### src/rtl/mem_wb_stage_pkg.sv
//==============================================================================
// Module      : mem_wb_stage_pkg
// Description : Shared widths, load funct3 codes and FSM states for mem_wb_stage.
// Revision    : 1.0 - initial release
//==============================================================================
`default_nettype none

package mem_wb_stage_pkg;

    localparam int c_data_size         = 32;
    localparam int c_data_address_size = 5;

    localparam logic [2:0] c_f3_lb  = 3'b000;
    localparam logic [2:0] c_f3_lh  = 3'b001;
    localparam logic [2:0] c_f3_lw  = 3'b010;
    localparam logic [2:0] c_f3_lbu = 3'b100;
    localparam logic [2:0] c_f3_lhu = 3'b101;

    typedef enum logic [0:0] {
        IDLE    = 1'b0,
        WAIT_LD = 1'b1
    } wb_state_t;

endpackage

`default_nettype wire

### src/rtl/mem_wb_stage_load_ext.sv
//==============================================================================
// Module      : mem_wb_stage_load_ext
// Description : Load byte/half selection and sign/zero extension.
//               Active only with WB_LOAD_EXT_EN defined; otherwise passes the raw word.
// Revision    : 1.0 - initial release
//==============================================================================
`default_nettype none

module mem_wb_stage_load_ext
    import mem_wb_stage_pkg::*;
(
    input  logic [c_data_size-1:0] data,
    input  logic [2:0]             funct3,
    input  logic [1:0]             addr_lo,
    output logic [c_data_size-1:0] result
);

`ifdef WB_LOAD_EXT_EN
    logic [7:0]  w_byte;
    logic [15:0] w_half;

    always_comb begin
        case (addr_lo)
            2'd0:    w_byte = data[7:0];
            2'd1:    w_byte = data[15:8];
            2'd2:    w_byte = data[23:16];
            default: w_byte = data[31:24];
        endcase
        // Halfword selection ignores addr_lo[0].
        w_half = addr_lo[1] ? data[31:16] : data[15:0];

        case (funct3)
            c_f3_lb:  result = {{24{w_byte[7]}}, w_byte};
            c_f3_lbu: result = {24'd0, w_byte};
            c_f3_lh:  result = {{16{w_half[15]}}, w_half};
            c_f3_lhu: result = {16'd0, w_half};
            default:  result = data;
        endcase
    end
`else
    logic w_unused;

    assign w_unused = ^{funct3, addr_lo};
    assign result   = data;
`endif

endmodule

`default_nettype wire

### src/rtl/mem_wb_stage.sv
//==============================================================================
// Module      : mem_wb_stage
// Description : MEM/WB writeback stage; sole regfile write-port driver with a
//               load-wait FSM, upstream stall and timeout watchdog.
//               Optional macro WB_LOAD_EXT_EN enables byte/half load extension.
// Revision    : 1.0 - initial release
//==============================================================================
`default_nettype none

module mem_wb_stage
    import mem_wb_stage_pkg::*;
#(
    parameter int LD_TIMEOUT = 16
)
(
    input  logic                             clk,
    input  logic                             rst,
    input  logic                             mem_valid,
    input  logic                             mem_rd_flag,
    input  logic [c_data_address_size-1:0]   mem_rd_address,
    input  logic [c_data_size-1:0]           mem_alu_data,
    input  logic                             mem_is_load,
    input  logic [2:0]                       mem_load_funct3,
    input  logic [1:0]                       mem_addr_lo,
    input  logic                             ld_ack,
    input  logic [c_data_size-1:0]           ld_data,
    output logic                             stall_req,
    output logic                             ld_err,
    output logic                             wb_flag,
    output logic [c_data_address_size-1:0]   wb_address,
    output logic [c_data_size-1:0]           wb_data
);

    localparam int c_cnt_w = (LD_TIMEOUT > 1) ? $clog2(LD_TIMEOUT) : 1;
    localparam logic [c_cnt_w-1:0] c_cnt_last = c_cnt_w'(LD_TIMEOUT - 1);

    wb_state_t                        r_state, w_state_nxt;
    logic [c_cnt_w-1:0]               r_cnt, w_cnt_nxt;
    logic                             r_hold_wr, w_hold_wr_nxt;
    logic [c_data_address_size-1:0]   r_hold_rd, w_hold_rd_nxt;
    logic [2:0]                       r_hold_f3, w_hold_f3_nxt;
    logic [1:0]                       r_hold_lo, w_hold_lo_nxt;

    logic                             r_wb_flag, w_wb_flag_nxt;
    logic [c_data_address_size-1:0]   r_wb_addr, w_wb_addr_nxt;
    logic [c_data_size-1:0]           r_wb_data, w_wb_data_nxt;
    logic                             r_ld_err, w_ld_err_nxt;

    logic                             w_stall;
    logic                             w_mem_wr;
    logic [2:0]                       w_ext_f3;
    logic [1:0]                       w_ext_lo;
    logic [c_data_size-1:0]           w_ext_data;

    assign w_mem_wr = mem_rd_flag & (mem_rd_address != '0);

    mem_wb_stage_load_ext u_load_ext (
        .data    (ld_data),
        .funct3  (w_ext_f3),
        .addr_lo (w_ext_lo),
        .result  (w_ext_data)
    );

    always_comb begin
        w_state_nxt   = r_state;
        w_cnt_nxt     = r_cnt;
        w_hold_wr_nxt = r_hold_wr;
        w_hold_rd_nxt = r_hold_rd;
        w_hold_f3_nxt = r_hold_f3;
        w_hold_lo_nxt = r_hold_lo;
        w_wb_flag_nxt = 1'b0;
        w_wb_addr_nxt = '0;
        w_wb_data_nxt = '0;
        w_ld_err_nxt  = 1'b0;
        w_stall       = 1'b0;
        w_ext_f3      = mem_load_funct3;
        w_ext_lo      = mem_addr_lo;

        case (r_state)
            IDLE: begin
                if (mem_valid && !mem_is_load) begin
                    w_wb_flag_nxt = w_mem_wr;
                    if (w_mem_wr) begin
                        w_wb_addr_nxt = mem_rd_address;
                        w_wb_data_nxt = mem_alu_data;
                    end
                end else if (mem_valid && mem_is_load) begin
                    if (ld_ack) begin
                        w_wb_flag_nxt = w_mem_wr;
                        if (w_mem_wr) begin
                            w_wb_addr_nxt = mem_rd_address;
                            w_wb_data_nxt = w_ext_data;
                        end
                    end else begin
                        w_stall       = 1'b1;
                        w_state_nxt   = WAIT_LD;
                        w_cnt_nxt     = '0;
                        w_hold_wr_nxt = w_mem_wr;
                        w_hold_rd_nxt = mem_rd_address;
                        w_hold_f3_nxt = mem_load_funct3;
                        w_hold_lo_nxt = mem_addr_lo;
                    end
                end
            end
            WAIT_LD: begin
                // Upstream is frozen, so the captured load fields drive extension.
                w_ext_f3 = r_hold_f3;
                w_ext_lo = r_hold_lo;
                w_stall  = !ld_ack;
                if (ld_ack) begin
                    w_state_nxt   = IDLE;
                    w_wb_flag_nxt = r_hold_wr;
                    if (r_hold_wr) begin
                        w_wb_addr_nxt = r_hold_rd;
                        w_wb_data_nxt = w_ext_data;
                    end
                end else if ((LD_TIMEOUT != 0) && (r_cnt == c_cnt_last)) begin
                    w_state_nxt  = IDLE;
                    w_ld_err_nxt = 1'b1;
                end else begin
                    w_cnt_nxt = r_cnt + 1'b1;
                end
            end
            default: w_state_nxt = IDLE;
        endcase
    end

    always_ff @(posedge clk) begin
        if (rst) begin
            r_state   <= IDLE;
            r_cnt     <= '0;
            r_hold_wr <= 1'b0;
            r_hold_rd <= '0;
            r_hold_f3 <= '0;
            r_hold_lo <= '0;
            r_wb_flag <= 1'b0;
            r_wb_addr <= '0;
            r_wb_data <= '0;
            r_ld_err  <= 1'b0;
        end else begin
            r_state   <= w_state_nxt;
            r_cnt     <= w_cnt_nxt;
            r_hold_wr <= w_hold_wr_nxt;
            r_hold_rd <= w_hold_rd_nxt;
            r_hold_f3 <= w_hold_f3_nxt;
            r_hold_lo <= w_hold_lo_nxt;
            r_wb_flag <= w_wb_flag_nxt;
            r_wb_addr <= w_wb_addr_nxt;
            r_wb_data <= w_wb_data_nxt;
            r_ld_err  <= w_ld_err_nxt;
        end
    end

    assign stall_req  = w_stall & !rst;
    assign ld_err     = r_ld_err;
    assign wb_flag    = r_wb_flag;
    assign wb_address = r_wb_addr;
    assign wb_data    = r_wb_data;

endmodule

`default_nettype wire

### config.mk
export PLATFORM = sky130hd
export DESIGN_NAME = mem_wb_stage
export DESIGN_NICKNAME = d
export VERILOG_FILES = /design/src/rtl/mem_wb_stage_pkg.sv /design/src/rtl/mem_wb_stage_load_ext.sv /design/src/rtl/mem_wb_stage.sv
export SDC_FILE = /design/constraint.sdc
export NUM_CORES = 1
export LEC_CHECK = 0
export ABC_AREA = 1
export CAP_MARGIN = 20
export CELL_PAD_IN_SITES_DETAIL_PLACEMENT = 1
export CELL_PAD_IN_SITES_GLOBAL_PLACEMENT = 1
export CORE_UTILIZATION = 27
export CTS_CLUSTER_DIAMETER = 100
export CTS_CLUSTER_SIZE = 25
export DETAILED_ROUTE_END_ITERATION = 8
export GPL_ROUTABILITY_DRIVEN = 0
export PLACE_DENSITY_LB_ADDON = 0.08
export SYNTH_ARGS = -nofsm -noshare
export SYNTH_HDL_FRONTEND = slang
export SYNTH_SLANG_ARGS = --single-unit
### constraint.sdc
create_clock -name clk -period 1.42 [get_ports clk]
set_input_delay 0.284 -clock clk [delete_from_list [all_inputs] [get_ports clk]]
set_output_delay 0.284 -clock clk [all_outputs]
set_load 0.02 [all_outputs]
==> run metrics <==
number of global-route vias before repair 2,904; WL/cell 11.9 µm; # rows 36; dpl cell area 4090 µm²; Mapped Cells 441; Max-cap violations 0; Worst-path clk slew 90 ps; Worst Setup Path Type reg2out; GRT Total Usage 16.9%; Final #Nets 649; die area 10,300 µm²; worst setup path startpoint r_state$_SDFF_PP0_; crit path max fanout 2; IO buf count 114; Fin. Hold Viols 0; Initial Util 27.7%; Final Skew 9.45 ps; share of layout cells above drive strength 1 11.1%; Worst setup EP type output pin; worst hold path type in2reg; Netlist cell types 21; Root Driver clkbuf_8; CTS tree yes; Min Clock Period, post-route 1330 ps; DR pass1 iterations 4; first-pass GRT wire length 13,700 µm; clock buffer count from CTS 5; Via Count 2,931; Final setup viols 0; critical path startpoint category flop; Pwr Total 3.16 mW; Area Overhead vs Synth 55.9%; fill count 1,251; Worst Path Arrival 1040 ps; slew at the pin with the worst max-slew slack 493 ps; final wirelength 8370 µm; Synth top area share 37.3%; Clock Latency Late Sink 310 ps; fin area 4190 µm²; Multi-input gate area 1270 µm²; Max clock buf depth 2; Sequential Area 1000 µm²; Detail Placement HPWL 6210 µm; Ys Warns 0; Net Count, Synth 522; Worst Setup Slack, final 92.5 ps; Slew Viols, Final 0; status complete, no violations; top cells by area, synth dfxtp_1, nor2_1, inv_1; Pleak 2.18 nW; average size of a mapped cell 6.09 µm²; final period utilization 93.5%; largest net degree at the start of global routing 42; initial antenna violation count 0; Critical Path RT 1140 ps; number of DRC markers in iteration 0 31; Place WS -545 ps; fin cells 701; Routed Antenna Nets 0; Post-CTS Repair Setup Buffers 0; H-tree levels 2; num ports 120; Overflow after GRT 0; DRC 0; Avg Vias per Cell 4.18; Hold Crit Start ld_ack; setup_tns 0 ps; total power density per cell area 754 nW/µm²; CORE AREA 9680 µm²; die height 102 µm; Mapped Area 2690 µm²; register area share after synthesis 37.3%; Synth Register Bits 50; RR Startpoint r_cnt[0]$_SDFFE_PP0P_; Rel. slew slack 67.1%; Max Freq 753 MHz; RSZ-0062 raised after global routing true; worst vdd ir 0.000424 V; Num Clock Sinks 50; Placed Instances 694; Inserted Diodes 0; die width 102 µm; area leader, netlist dfxtp_1
[cells in the mapped netlist, drive strengths merged]
master    n
dfxtp    50
inv      76
ha        1
a21oi     8
nand3    13
nor2    233
buf      10
o21ai     2
a21boi    1
nand2    39
nor3      1
clkbuf    7
[power breakdown]
part	switching, mW	internal, mW
registers	0.0120	1.44
clock network	0.505	0.566
logic	0.306	0.334
[per-layer routing]
| metal | GRT usage (%) | vias to the layer above | part of all wire [%] |
|---|---|---|---|
| li1 | - | 1515 | - |
| met1 | 20.9 | 1345 | 44 |
| met2 | 29.9 | 65 | 49 |
| met3 | 3.24 | 6 | 5.3 |
| met4 | 4.35 | 0 | 1.0 |
| met5 | 0 | - | 0 |
[area by class of cell]
cell class	count	area share, %
clock buffer	6	1.97
clock inverter	1	0.717
inverter	76	6.81
multi-input combinational	298	30.3
sequential	50	23.9
tap	133	3.97
timing repair buffer	137	32.3
[layout by cell type, fill, tap and decap left out, drive strengths merged]
cell type      count
o21ai              2
nor2             233
dlygate4sd2       39
buf               25
ha                 1
dfxtp             50
dlymetal6s2s       3
nand2             39
nand3             13
a21boi             1
nor3               1
clkbuf             6
clkdlybuf4s50     70
bufinv             1
inv               76
a21oi              8
[worst max-delay path, cell delays in order (launching register included)]
cell and delay [ps]:
dfxtp_2 340, inv_2 40, a21oi_2 130, nand2_1 80, inv_2 50, buf_6 100
[cell families (layout without fill, tap and decap cells)]
logic type               Yosys count  count (layout)  synth area share (%)
flip-flops                        50              50                  37.3
adder cells (fa/ha/maj)            1               1                 0.466
AO/OA/AOI/OAI                     11              11                  2.42
AND/OR/NAND/NOR                  286             286                  43.8
buffers and inverters             93             220                  16.0
[state kept, by name, summed over array words and instances (netlist names)]
register / cells
wb_data: 32
r_hold_rd: 5
wb_address: 5
r_cnt: 4
ld_err: 1
r_hold_wr: 1
r_state: 1
wb_flag: 1
[through the flow]
stage,util [%],hold WS (ps)
after floorplan,-,363
after global placement,42.2,429
after detailed placement,42.2,436
after CTS,42.9,455
after global routing,43.2,365
final,43.2,351
[timing repair]
| action | 4_1_cts | 5_1_grt |
|---|---|---|
| hold buffers | 0 | 0 |
| setup endpoints to repair | 78 | 38 |
| cloned | 0 | 0 |
| resized for setup | 46 | 11 |
| pin swaps | 0 | 1 |
[path summary, 6_finish.rpt]
check,end,slack [ps],depth (start not counted)
setup reg to reg,r_cnt[1]$_SDFFE_PP0P_,100,8
setup / recovery,stall_req,90,5
hold / removal,ld_err$_SDFF_PP0_,350,3
hold reg to reg,r_hold_rd[3]$_SDFFE_PP0P_,450,2
No activity file was read; power rests on OpenSTA's default activity.
